==> config.mk <==
export PLATFORM = sky130hd
export DESIGN_NAME = mp_lut_loader_flat
export DESIGN_NICKNAME = d
export VERILOG_FILES = /design/src/rtl/mp_lut_loader_if.sv /design/src/rtl/mp_lut_loader.sv /design/src/flat_wrapper.sv
export SDC_FILE = /design/constraint.sdc
export NUM_CORES = 1
export LEC_CHECK = 0
export ABC_AREA = 1
export BUFFER_PORTS_ARGS = -buffer_cell sky130_fd_sc_hd__buf_2
export CAP_MARGIN = 20
export CORE_ASPECT_RATIO = 2
export CORE_MARGIN = 2
export CORE_UTILIZATION = 52
export DETAILED_ROUTE_END_ITERATION = 10
export PLACE_DENSITY_LB_ADDON = 0.1
export SYNTH_ARGS = -nofsm -noshare
export SYNTH_HDL_FRONTEND = slang
export SYNTH_SLANG_ARGS = --single-unit
==> constraint.sdc <==
create_clock -name AXI_clk_i -period 2.1 [get_ports AXI_clk_i]
set_input_delay 0.105 -clock AXI_clk_i [delete_from_list [all_inputs] [get_ports AXI_clk_i]]
set_output_delay 0.105 -clock AXI_clk_i [all_outputs]
set_load 0.05 [all_outputs]
==> src/rtl/mp_lut_loader_if.sv <==
`default_nettype none
// ============================================================================
//  Module   : mp_lut_loader_if
//  Brief    : Coefficient stream input and LUT-bank write port of mp_lut_loader.
//  Revision : 1.0
// ============================================================================
interface mp_lut_loader_if #(
    parameter int COEFF_WIDTH = 12,
    parameter int LUT_WIDTH   = 3
);
    logic [31:0]            s_data_i;
    logic                   s_valid_i;
    logic                   s_ready_o;
    logic [31:0]            coeff_data_o;
    logic [COEFF_WIDTH-1:0] coeff_addr_o;
    logic [LUT_WIDTH-1:0]   coeff_num_o;
    logic                   coeff_en_o;

    modport slave (
        input  s_data_i, s_valid_i,
        output s_ready_o, coeff_data_o, coeff_addr_o, coeff_num_o, coeff_en_o
    );

    modport master (
        output s_data_i, s_valid_i,
        input  s_ready_o, coeff_data_o, coeff_addr_o, coeff_num_o, coeff_en_o
    );
endinterface
`default_nettype wire

==> src/rtl/mp_lut_loader.sv <==
`default_nettype none
// ============================================================================
//  Module   : mp_lut_loader
//  Brief    : Sequences stream or constant-fill writes across a range of LUTs.
//  Revision : 1.0
// ============================================================================
module mp_lut_loader #(
    parameter int M           = 3,
    parameter int RESOLUTION  = 4096,
    parameter int COEFF_WIDTH = $clog2(RESOLUTION),
    localparam int LUT_WIDTH  = $clog2(M) + 1
) (
    input  wire logic                 AXI_clk_i,
    input  wire logic                 resetn_i,
    input  wire logic                 start_i,
    input  wire logic                 mode_i,
    input  wire logic [31:0]          fill_data_i,
    input  wire logic [LUT_WIDTH-1:0] lut_first_i,
    input  wire logic [LUT_WIDTH-1:0] lut_last_i,
    input  wire logic                 abort_i,
    output logic                      busy_o,
    output logic                      done_o,
    output logic                      err_o,
    mp_lut_loader_if.slave            bus
);

    typedef enum logic [1:0] {
        ST_IDLE = 2'd0,
        ST_LOAD = 2'd1,
        ST_FILL = 2'd2,
        ST_DONE = 2'd3
    } state_t;

    state_t                 state_q;
    logic [31:0]            fill_q;
    logic [LUT_WIDTH-1:0]   last_q;
    logic [COEFF_WIDTH-1:0] addr_q, addr_d;
    logic [LUT_WIDTH-1:0]   lut_q, lut_d;
    logic [31:0]            coeff_data_q;
    logic [COEFF_WIDTH-1:0] coeff_addr_q;
    logic [LUT_WIDTH-1:0]   coeff_num_q;
    logic                   coeff_en_q;
    logic                   done_q;
    logic                   err_q;
    logic                   w_addr_last;
    logic                   w_final;
    logic                   w_bad_range;

    always_comb begin
        w_addr_last = (addr_q == COEFF_WIDTH'(RESOLUTION - 1));
        w_final     = w_addr_last && (lut_q == last_q);
        addr_d      = w_addr_last ? '0 : addr_q + 1'b1;
        lut_d       = w_addr_last ? lut_q + 1'b1 : lut_q;
        w_bad_range = (lut_first_i > lut_last_i) || (lut_last_i > LUT_WIDTH'(M));
    end

    always_ff @(posedge AXI_clk_i) begin
        if (!resetn_i) begin
            state_q      <= ST_IDLE;
            fill_q       <= '0;
            last_q       <= '0;
            addr_q       <= '0;
            lut_q        <= '0;
            coeff_data_q <= '0;
            coeff_addr_q <= '0;
            coeff_num_q  <= '0;
            coeff_en_q   <= 1'b0;
            done_q       <= 1'b0;
            err_q        <= 1'b0;
        end else begin
            coeff_en_q <= 1'b0;
            done_q     <= 1'b0;
            case (state_q)
                ST_IDLE: begin
                    if (start_i) begin
                        fill_q <= fill_data_i;
                        last_q <= lut_last_i;
                        lut_q  <= lut_first_i;
                        addr_q <= '0;
                        err_q  <= 1'b0;
                        if (w_bad_range) begin
                            err_q <= 1'b1;
                        end else if (mode_i) begin
                            // Fill issues its first write on the start edge so the
                            // strobe is already high in the first busy cycle.
                            coeff_data_q <= fill_data_i;
                            coeff_addr_q <= '0;
                            coeff_num_q  <= lut_first_i;
                            coeff_en_q   <= 1'b1;
                            addr_q       <= COEFF_WIDTH'(1);
                            state_q      <= ST_FILL;
                        end else begin
                            state_q <= ST_LOAD;
                        end
                    end
                end
                ST_LOAD: begin
                    if (bus.s_valid_i) begin
                        coeff_data_q <= bus.s_data_i;
                        coeff_addr_q <= addr_q;
                        coeff_num_q  <= lut_q;
                        coeff_en_q   <= 1'b1;
                        addr_q       <= addr_d;
                        lut_q        <= lut_d;
                    end
                    // An accepted word is always written, even under abort.
                    if (abort_i) begin
                        err_q   <= 1'b1;
                        state_q <= ST_IDLE;
                    end else if (bus.s_valid_i && w_final) begin
                        done_q  <= 1'b1;
                        state_q <= ST_DONE;
                    end
                end
                ST_FILL: begin
                    if (abort_i) begin
                        err_q   <= 1'b1;
                        state_q <= ST_IDLE;
                    end else begin
                        coeff_data_q <= fill_q;
                        coeff_addr_q <= addr_q;
                        coeff_num_q  <= lut_q;
                        coeff_en_q   <= 1'b1;
                        addr_q       <= addr_d;
                        lut_q        <= lut_d;
                        if (w_final) begin
                            done_q  <= 1'b1;
                            state_q <= ST_DONE;
                        end
                    end
                end
                default: begin
                    state_q <= ST_IDLE;
                end
            endcase
        end
    end

    assign bus.s_ready_o    = (state_q == ST_LOAD);
    assign busy_o           = (state_q == ST_LOAD) || (state_q == ST_FILL);
    assign bus.coeff_data_o = coeff_data_q;
    assign bus.coeff_addr_o = coeff_addr_q;
    assign bus.coeff_num_o  = coeff_num_q;
    assign bus.coeff_en_o   = coeff_en_q;
    assign done_o           = done_q;
    assign err_o            = err_q;

endmodule
`default_nettype wire

==> src/flat_wrapper.sv <==
// flat-port wrapper written by rule: the top's interface ports become plain ports
module mp_lut_loader_flat 
#(
    parameter int M           = 3,
    parameter int RESOLUTION  = 4096,
    parameter int COEFF_WIDTH = $clog2(RESOLUTION),
    localparam int LUT_WIDTH  = $clog2(M) + 1
)
  (AXI_clk_i, resetn_i, start_i, mode_i, fill_data_i, lut_first_i, lut_last_i, abort_i, busy_o, done_o, err_o, bus_s_data_i, bus_s_valid_i, bus_s_ready_o, bus_coeff_data_o, bus_coeff_addr_o, bus_coeff_num_o, bus_coeff_en_o);
  mp_lut_loader_if #(.COEFF_WIDTH(COEFF_WIDTH), .LUT_WIDTH((3))) bus_i ();
  input  wire logic AXI_clk_i;
  input  wire logic resetn_i;
  input  wire logic start_i;
  input  wire logic mode_i;
  input  wire logic [31:0] fill_data_i;
  input  wire logic [LUT_WIDTH-1:0] lut_first_i;
  input  wire logic [LUT_WIDTH-1:0] lut_last_i;
  input  wire logic abort_i;
  output logic busy_o;
  output logic done_o;
  output logic err_o;
  input wire logic [$bits(bus_i.s_data_i)-1:0] bus_s_data_i;
  input wire logic [$bits(bus_i.s_valid_i)-1:0] bus_s_valid_i;
  output wire logic [$bits(bus_i.s_ready_o)-1:0] bus_s_ready_o;
  output wire logic [$bits(bus_i.coeff_data_o)-1:0] bus_coeff_data_o;
  output wire logic [$bits(bus_i.coeff_addr_o)-1:0] bus_coeff_addr_o;
  output wire logic [$bits(bus_i.coeff_num_o)-1:0] bus_coeff_num_o;
  output wire logic [$bits(bus_i.coeff_en_o)-1:0] bus_coeff_en_o;
  assign bus_i.s_data_i = bus_s_data_i;
  assign bus_i.s_valid_i = bus_s_valid_i;
  assign bus_s_ready_o = bus_i.s_ready_o;
  assign bus_coeff_data_o = bus_i.coeff_data_o;
  assign bus_coeff_addr_o = bus_i.coeff_addr_o;
  assign bus_coeff_num_o = bus_i.coeff_num_o;
  assign bus_coeff_en_o = bus_i.coeff_en_o;
  mp_lut_loader #(.M(M), .RESOLUTION(RESOLUTION), .COEFF_WIDTH(COEFF_WIDTH)) u_core (.AXI_clk_i(AXI_clk_i), .resetn_i(resetn_i), .start_i(start_i), .mode_i(mode_i), .fill_data_i(fill_data_i), .lut_first_i(lut_first_i), .lut_last_i(lut_last_i), .abort_i(abort_i), .busy_o(busy_o), .done_o(done_o), .err_o(err_o), .bus(bus_i));
endmodule
Word level (Yosys, flattened, before mapping)
Index checks and enable logic that the tools add are counted.

Register bits after elaboration: 102. Word-level logic and storage cells: 93. Input port bits: 76.

Muxes and demuxes: 53. Reductions and logical operators: 13. $add $sub $neg: 2. Order comparisons: 2. Equality and inequality tests: 12.

Operator list (number): 32-bit 2-to-1 mux (5); 12-bit 2-to-1 mux (10); 32-bit one-hot mux with 3 select lines (1); 12-bit one-hot mux with 3 select lines (2); 3-bit 2-to-1 mux (9); 3-bit one-hot mux with 3 select lines (2); 2-bit 2-to-1 mux (7); 1-bit 2-to-1 mux (13); 12-bit by 1-bit adder with 12-bit output, second input constant (1); 12-bit equality test, second input constant (1); 2-bit inequality test, second input constant (5); 4-bit AND reduction (2); 3-bit by 2-bit inequality test with 1-bit output, second input constant (2); 2-bit one-hot mux with 3 select lines (1); 6-bit AND reduction (1); 1-bit one-hot mux with 2 select lines (2); 3-bit by 1-bit adder with 3-bit output, second input constant (1); 3-bit equality test (1); 3-bit by 2-bit > comparator with 1-bit output, second input constant (1); 3-bit > comparator (1); 1-bit one-hot mux with 3 select lines (1); 3-bit AND reduction (1); 3-bit nonzero test (1); 2-bit by 1-bit equality test with 1-bit output, second input constant (1); other kinds (8) (10).

Longest topological paths before layout
Gate-level depths: netlist (run 1).

Depth in word-level cells: 6. Gate-level depth with buffers: 13. Depth with buffers taken out: 12.

Least setup slack after synthesis (run 1)
No wires, ideal clock.

Path type: register -> register. Start point: register u_core.state_q[0]. End point: register u_core.coeff_data_q[23], in the netlist u_core.bus.coeff_data_o[23]. Period minus slack after synthesis: 2073 ps. Slack: 27 ps. Data required time: 1978 ps. Library setup time: 122 ps. Stages on the path, launching flop included: 8. Arrival: 1952 ps. Cells stage by stage: dfxtp_1 inv_1 ha_1 buf_2 inv_2 clkbuf_1 mux2i_1 a21oi_1.

Longest elaborated chain between the ends: 3. Elaborated cells between the ends (all ways): 11. Those cells by class: eq/ne: 7; mux: 1; reduce/logical: 3.

RTL lines: from (decl) (line mp_lut_loader.sv:34) `state_t state_q;`; from (signal assigned) (line mp_lut_loader.sv:59) `state_q <= ST_IDLE;`; from (signal assigned) (line mp_lut_loader.sv:91) `state_q <= ST_FILL;`; from (signal assigned) (line mp_lut_loader.sv:93) `state_q <= ST_LOAD;`; 2-bit by 1-bit equality test with 1-bit output (tied with other cells) (line mp_lut_loader.sv:73) `case (state_q)`; 2-bit inequality test (no source line) / 3-bit nonzero test (equally long branches); 6-bit AND reduction (no source line); to (signal assigned) (line mp_lut_loader.sv:86) `coeff_data_q <= fill_data_i;`; to (signal assigned) (line mp_lut_loader.sv:99) `coeff_data_q <= bus.s_data_i;`; to (signal assigned) (line mp_lut_loader.sv:120) `coeff_data_q <= fill_q;`; to (decl) (line mp_lut_loader.sv:39) `logic [31:0] coeff_data_q;`.

Parallel ways exist; a longest one is shown, timed or not. A chain may end at the register's enable or synchronous reset.

Worst setup path after layout (run 1)
Start point: register u_core.state_q[1]. End point: register u_core.coeff_addr_q[0], in the netlist u_core.bus.coeff_addr_o[0].

Longest elaborated chain between the ends: 3. Elaborated cells between the ends (all ways): 11. Those cells by class: eq/ne: 7; mux: 1; reduce/logical: 3.

RTL lines: 2-bit by 1-bit equality test with 1-bit output (tied with other cells) (line mp_lut_loader.sv:73); 2-bit inequality test (no source line) / 3-bit nonzero test (equally long branches); 6-bit AND reduction (no source line); to (signal assigned) (line mp_lut_loader.sv:100) `coeff_addr_q <= addr_q;`; to (signal assigned) (line mp_lut_loader.sv:121) `coeff_addr_q <= addr_q;`; to (decl) (line mp_lut_loader.sv:40) `logic [COEFF_WIDTH-1:0] coeff_addr_q;`.

Parallel ways exist; a longest one is shown, timed or not.

==> results.toml, run 1 <==
[run_status]
status = "finished, final reports clean"

[place]
portBuffers = 127
gp_congestion = 0.8693
hpwl_um = 8590
placedCellCount = 819

[floorplanning]
io_pins = 128
fp.dieH_um = 138.6
dieArea_mm2 = 0.009880
die_x_um = 71.30
rows = 49
initial_utilization_pct = 52.98
fp.coreArea_mm2 = 0.008890

[job]
cap_violations = 0

[power]
p_leak_nw = 2.644
peakVddDrop_v = 0.0009672
powerDensity_mw_per_mm2 = 1550

[critical_path]
worstPathArrival_ns = 2.18
path_max_fanout = 40
cp-end-kind = "register"
critPathKind = "register to register"
critical_path_required_ns = 2.36
cp-start-kind = "register"

[sta]
post-route-period-util_pct = 91.68
worst_pin_slew_ns = 0.5125
max_freq_ghz = 0.5194
skew_ns = 0.007502
period_needed_ns = 1.925
finalSetupViolations = 0
slew_headroom_pct = 65.62
drv_slew = 0
hold_viol = 0

[clock_tree]
cts_buffer_depth = 2
cts_tree = "yes"
h-tree-depth = 3
clk_latency_ns = 0.35
clock-root-buffer = "clkbuf_16"
worst_setup_hold_path_clk_slew_ns = 0.06
cts_sinks = 102
cts-buffers-inserted = 9

[global_route]
first_global_vias = 4372
antenna_found_initial = 0
grt_max_degree = 69
grt_pass1_wl_um = 19670
overflow = 0
grt_usage_pct = 24.61

[synthesis]
synth-seq-cells = 102
syn_nets = 702
avgSynthCellArea_um2 = 7.633
synth-async-reset-ratio_pct = 0
yosysSeqAreaShare_pct = 43.36
synth_cell_types = 34
synth-edff-count = 0
syn-cell-area_mm2 = 0.004710
yosys_warnings = 0
synthCells = 617
synthFlopType = "dfxtp_1"

[detailed_routing]
firstDrtPassIters = 6
drc = 0
vias = 4527
drt-initial-drc-count = 269
vias_per_cell = 5.415
ant_nets = 0
finalWirelength_um = 12180
wl_per_cell_um = 14.56

[finish]
nets = 814
area_growth_syn_to_layout_pct = 21.60
nFillCells = 814
fin_util_pct = 64.42
instances_no_fill = 836
diodes = 0
drive_gt1_share_pct = 22.07

[worst_hold_path]
worstHoldPathType = "input port to register"
[metal layers]
metal / vias up / global-route usage, % / routed length [µm]
met1: 2070 / 27.19 / 4720
met2: 138 / 43.52 / 6449
li1: 2285 / - / -
met3: 34 / 2.907 / 548
met4: 0 / 14.80 / 457
met5: - / 0 / 0
[repair_timing]
item / CTS / global route
hold endpoints to repair: 1 / 0
setup buffers: 0 / 0
resized for setup: 0 / 3
setup endpoints to repair: 0 / 8
hold buffers: 1 / 0
[power breakdown]
| part | total, mW | switching (mW) | internal (mW) |
|---|---|---|---|
| combinational | 4.48 | 3.18 | 1.30 |
| sequential | 2.82 | 0.289 | 2.53 |
| clock | 1.58 | 0.706 | 0.873 |
[logic make-up after synthesis]
logic type / share of synthesized area (%)
multiplexers: 6.801
adder cells (fa/ha/maj): 2.391
AND/OR/NAND/NOR: 14.29
flip-flops: 43.36
XOR/XNOR: 1.302
AO/OA/AOI/OAI: 22.56
buffers and inverters: 9.299
[Yosys cell counts, types with 2 or more instances]
cell      instances  area, µm²
a211oi_1          4      30.03
inv_2             2      7.510
ha_1              9      112.6
nor2_1           37      138.9
dfxtp_1         102       2042
clkbuf_1         24      90.09
a21oi_1          86      430.4
buf_2            10      50.05
nand2_1          87      326.6
nand3_1          22      110.1
xor2_1            6      52.55
o21ai_1          34      170.2
o21ai_0          76      380.4
nand2_2           2      12.51
o21a_1            2      15.01
inv_1            59      221.5
nor3_1            2      10.01
buf_6             5      56.30
nand4_1           2      12.51
mux2i_1          32      320.3
[path summary, 6_finish.rpt]
| check | endpoint | slack [ns] | cells after the start | start |
|---|---|---|---|---|
| hold reg to reg | u_core.fill_q[5] | 0.44 | 2 | u_core.fill_q[5] |
| hold / removal | u_core.fill_q[31] | 0.05 | 3 | fill_data_i[31] |
| setup / recovery | u_core.bus.coeff_addr_o[0] | 0.17 | 12 | u_core.state_q[1] |
| setup reg to reg | u_core.bus.coeff_addr_o[0] | 0.17 | 12 | u_core.state_q[1] |
[sequential cells by signal, summed over array words and instances (netlist names)]
| signal | cells |
|---|---|
| u_core.fill_q | 32 |
| u_core.addr_q | 12 |
| u_core.bus.coeff_num_o | 3 |
| u_core.done_o | 1 |
| u_core.bus.coeff_addr_o | 12 |
| u_core.err_o | 1 |
| u_core.state_q | 2 |
| u_core.last_q | 3 |
| u_core.bus.coeff_en_o | 1 |
| u_core.lut_q | 3 |
| u_core.bus.coeff_data_o | 32 |
[layout make-up]
type | count | area [µm²] | share of cell area, %
clock buffer | 14 | 264.0 | 4.610
clock inverter | 2 | 16.27 | 0.2840
inverter | 63 | 241.5 | 4.217
multi-input combinational | 413 | 2241 | 39.13
sequential | 102 | 2043 | 35.68
tap | 102 | 127.6 | 2.229
timing repair buffer | 140 | 793.3 | 13.85
[per-stage QoR]
step	power [mW]	cell area [µm²]	setup slack, ns	hold WS [ns]	TNS [ns]
2_1_floorplan	6.220	4710	0.02676	0.1818	0
3_3_place_gp	7.225	5419	0.2507	0.3460	0
6_report	8.877	5727	0.1747	0.04963	0
5_1_grt	9.396	5727	-0.001721	0.06384	-0.002568
4_1_cts	8.890	5709	0.1453	0.04552	0
3_5_place_dp	7.307	5419	0.1716	0.3518	0
[critical path, stage by stage (launching register included)]
cell     delay [ns]
dfxtp_1        0.36
inv_1          0.09
ha_1           0.21
nand2_1        0.12
nand2_2        0.10
nor2_8         0.10
inv_2          0.07
nor2_4         0.14
nand2_8        0.11
inv_6          0.10
buf_16         0.19
nand3_1        0.09
a21oi_1        0.15
[layout by cell type, fill, tap and decap left out, types with 2 or more instances in the layout]
cell       count
a211oi_1       4
a21oi_1       86
buf_12         3
buf_2        127
buf_4          8
clkbuf_1       3
clkbuf_16      9
clkbuf_8       2
dfxtp_1      101
ha_1           9
inv_1         59
inv_2          2
mux2i_1       32
nand2_1       86
nand2_2        3
nand3_1       22
nand4_1        2
nor2_1        37
nor3_1         2
o21a_1         2
o21ai_0       76
o21ai_1       34
xor2_1         6
Power figures use the tool's default switching activity.
==> inputs of run 2 (changes only) <==
--- a/config.mk
+++ b/config.mk
@@ -8,7 +8,7 @@
 export ABC_AREA = 1
 export BUFFER_PORTS_ARGS = -buffer_cell sky130_fd_sc_hd__buf_2
 export CAP_MARGIN = 20
-export CORE_ASPECT_RATIO = 2
+export CORE_ASPECT_RATIO = 0.9
 export CORE_MARGIN = 2
 export CORE_UTILIZATION = 52
 export DETAILED_ROUTE_END_ITERATION = 10
==> constraint.sdc (replaced) <==
create_clock -name AXI_clk_i -period 2.1 [get_ports AXI_clk_i]
set_input_delay 0.105 -clock AXI_clk_i [delete_from_list [all_inputs] [get_ports AXI_clk_i]]
set_output_delay 0.105 -clock AXI_clk_i [all_outputs]
set_load 0.02 [all_outputs]
==> run 2 against run 1 <==
  * Critical path depth decreased by 1
  * Via count fell by 1.8%
  * Die area shrank 0.46%
  * Highest routed layer unchanged
  * Clock power fell by 28%
  * Sequential power is essentially flat
  * Cell count increased by 2.2%
  * Flip-flop and latch count unchanged
  * Maximum frequency rose by 1.4%
  * Total power is 15% lower
  * Clock skew grew 0.0056 ns
  * First-iteration DRC count is 18% lower
==> results.toml, run 2 (synthesized netlist as in run 1, its figures left out) <==
[run_status]
status = "finished, final reports clean"

[detailed_routing]
vias_per_cell = 5.207
drc = 0
ant_nets = 0
wl_per_cell_um = 13.73
finalWirelength_um = 11730
drt-initial-drc-count = 221
vias = 4447
firstDrtPassIters = 4

[critical_path]
cp.depth = 11
worstPathArrival_ns = 2.18
critical-path-top-delay-family = "simple AND/OR/NAND/NOR gates"
path_cells = "inv_1 -> ha_1 -> nand2_1 -> nand2_2 -> nor2_8 -> buf_4 -> nand3_1 -> nor2_1 -> nand2_1 -> or2_0 -> a21oi_1"
path_max_fanout = 8
reg2regPathDepth = 11
cp-end-kind = "register"
path_buf_inv = 2
crit-reg2reg-launch = "u_core.state_q[0]"
critPathKind = "register to register"
cpMostUsedCell = "nand2_1"
critical_path_required_ns = 2.38
cp-start-kind = "register"
r2r-end = "u_core.addr_q[10]"
critPathSlowestCell = "dfxtp_1"
max_stage_delay_ns = 0.37
reg2reg_setup_slack_ns = 0.20

[global_route]
grt_usage_pct = 24.77
antenna_found_initial = 0
grt_max_degree = 62
grt_pass1_wl_um = 19820
overflow = 0
first_global_vias = 4298

[finish]
area_growth_syn_to_layout_pct = 20.06
regArea_mm2 = 0.002042
nFillCells = 815
multiInputGateArea_mm2 = 0.002232
fin_area_mm2 = 0.005654
diodes = 0
layout_common_cells = "buf_2, dfxtp_1, nand2_1, a21oi_1, o21ai_0"
nets = 815
drive_gt1_share_pct = 22.31
layout_commonest_cell = "buf_2"

[floorplanning]
die_x_um = 104.3
rows = 32
fp.coreArea_mm2 = 0.008688
fp.dieH_um = 94.29
dieArea_mm2 = 0.009835
io_pins = 128
initial_utilization_pct = 54.21

[clock_tree]
h-tree-depth = 3
cts_buffer_depth = 2
clock-root-buffer = "clkbuf_8"
clk_latency_ns = 0.35
cts_setup_buffers = 0
cts_sinks = 102
worst_setup_hold_path_clk_slew_ns = 0.09
cts_tree = "yes"
cts-buffers-inserted = 9

[place]
placed_area_mm2 = 0.005460
hpwl_um = 8267
gp_congestion = 0.8751
portBuffers = 127

[sta]
drv_slew = 0
slew_headroom_pct = 66.65
finalSetupTns_ns = 0
finalSetupViolations = 0
period_needed_ns = 1.898
max_freq_ghz = 0.5267
grt_setup_unrepaired = "false"
worst_pin_slew_ns = 0.4972
post-route-period-util_pct = 90.40
hold_viol = 0
skew_ns = 0.01306

[worst_hold_path]
whs_path_depth = 3
worstHoldPathType = "input port to register"
hold_start = "fill_data_i[31]"
min_to = "u_core.fill_q[31]"

[power]
powerDensity_mw_per_mm2 = 1338
peakVddDrop_v = 0.0008132
total_power_mw = 7.567
p_leak_nw = 2.612

[job]
cap_violations = 0
-- run 2: worst max-delay path by stage --
stage | start | endpoint
3_5_place_dp | u_core.state_q[0] | u_core.bus.coeff_data_o[29]
5_1_grt | u_core.state_q[1] | u_core.addr_q[10]
3_3_place_gp | u_core.state_q[0] | u_core.bus.coeff_data_o[29]
2_1_floorplan | u_core.state_q[0] | u_core.bus.coeff_data_o[23]
4_1_cts | u_core.state_q[0] | u_core.bus.coeff_data_o[21]
6_report | u_core.state_q[0] | u_core.addr_q[10]
-- run 2: cell type report --
type	count	share of cell area [%]
clock inverters	5	0.6196
repair buffers	141	14.25
inverters	63	4.404
well taps	119	2.633
clock buffers	11	2.501
multi-input cells	413	39.48
flip-flops and latches	102	36.11
-- run 2: timing repair --
item / 4_1_cts / 5_1_grt
hold endpoints to repair: 1 / 0
resized for setup: 0 / 2
setup endpoints to repair: 0 / 10
hold buffers: 1 / 0
-- run 2: report_power, final --
group          switching, mW  internal (mW)  total (mW)
clock                  0.668          0.465        1.13
sequential             0.297           2.53        2.83
combinational           2.29           1.31        3.61
-- run 2: metal layers --
metal  vias to the layer above  part of all wire, %  GRT usage (%)
met5                         -                    0              0
li1                       2289                    -              -
met4                         0                 0.87          7.432
met1                      2010                   46          31.99
met3                         8                  6.3          4.508
met2                       140                   47          42.32
-- run 2: worst reg2reg max path: cells and delay by family (launching register included) --
kind	cells	cell delay, ns
AND/OR/NAND/NOR	7	0.85
flip-flops	1	0.37
adder cells (fa/ha/maj)	1	0.27
buffers and inverters	2	0.24
AO/OA/AOI/OAI	1	0.11
-- run 2: through the flow --
stage / hold WS (ns) / std cells / setup WS, ns / utilization [%]
floorplan: 0.1818 / 617 / 0.1923 / -
global placement: 0.3593 / 837 / 0.2639 / 62.85
detailed placement: 0.3648 / 837 / 0.1374 / 62.85
CTS: 0.02121 / 854 / 0.1214 / 64.99
global route: 0.04743 / 854 / 0.005195 / 65.08
finish: 0.03649 / 854 / 0.2016 / 65.08
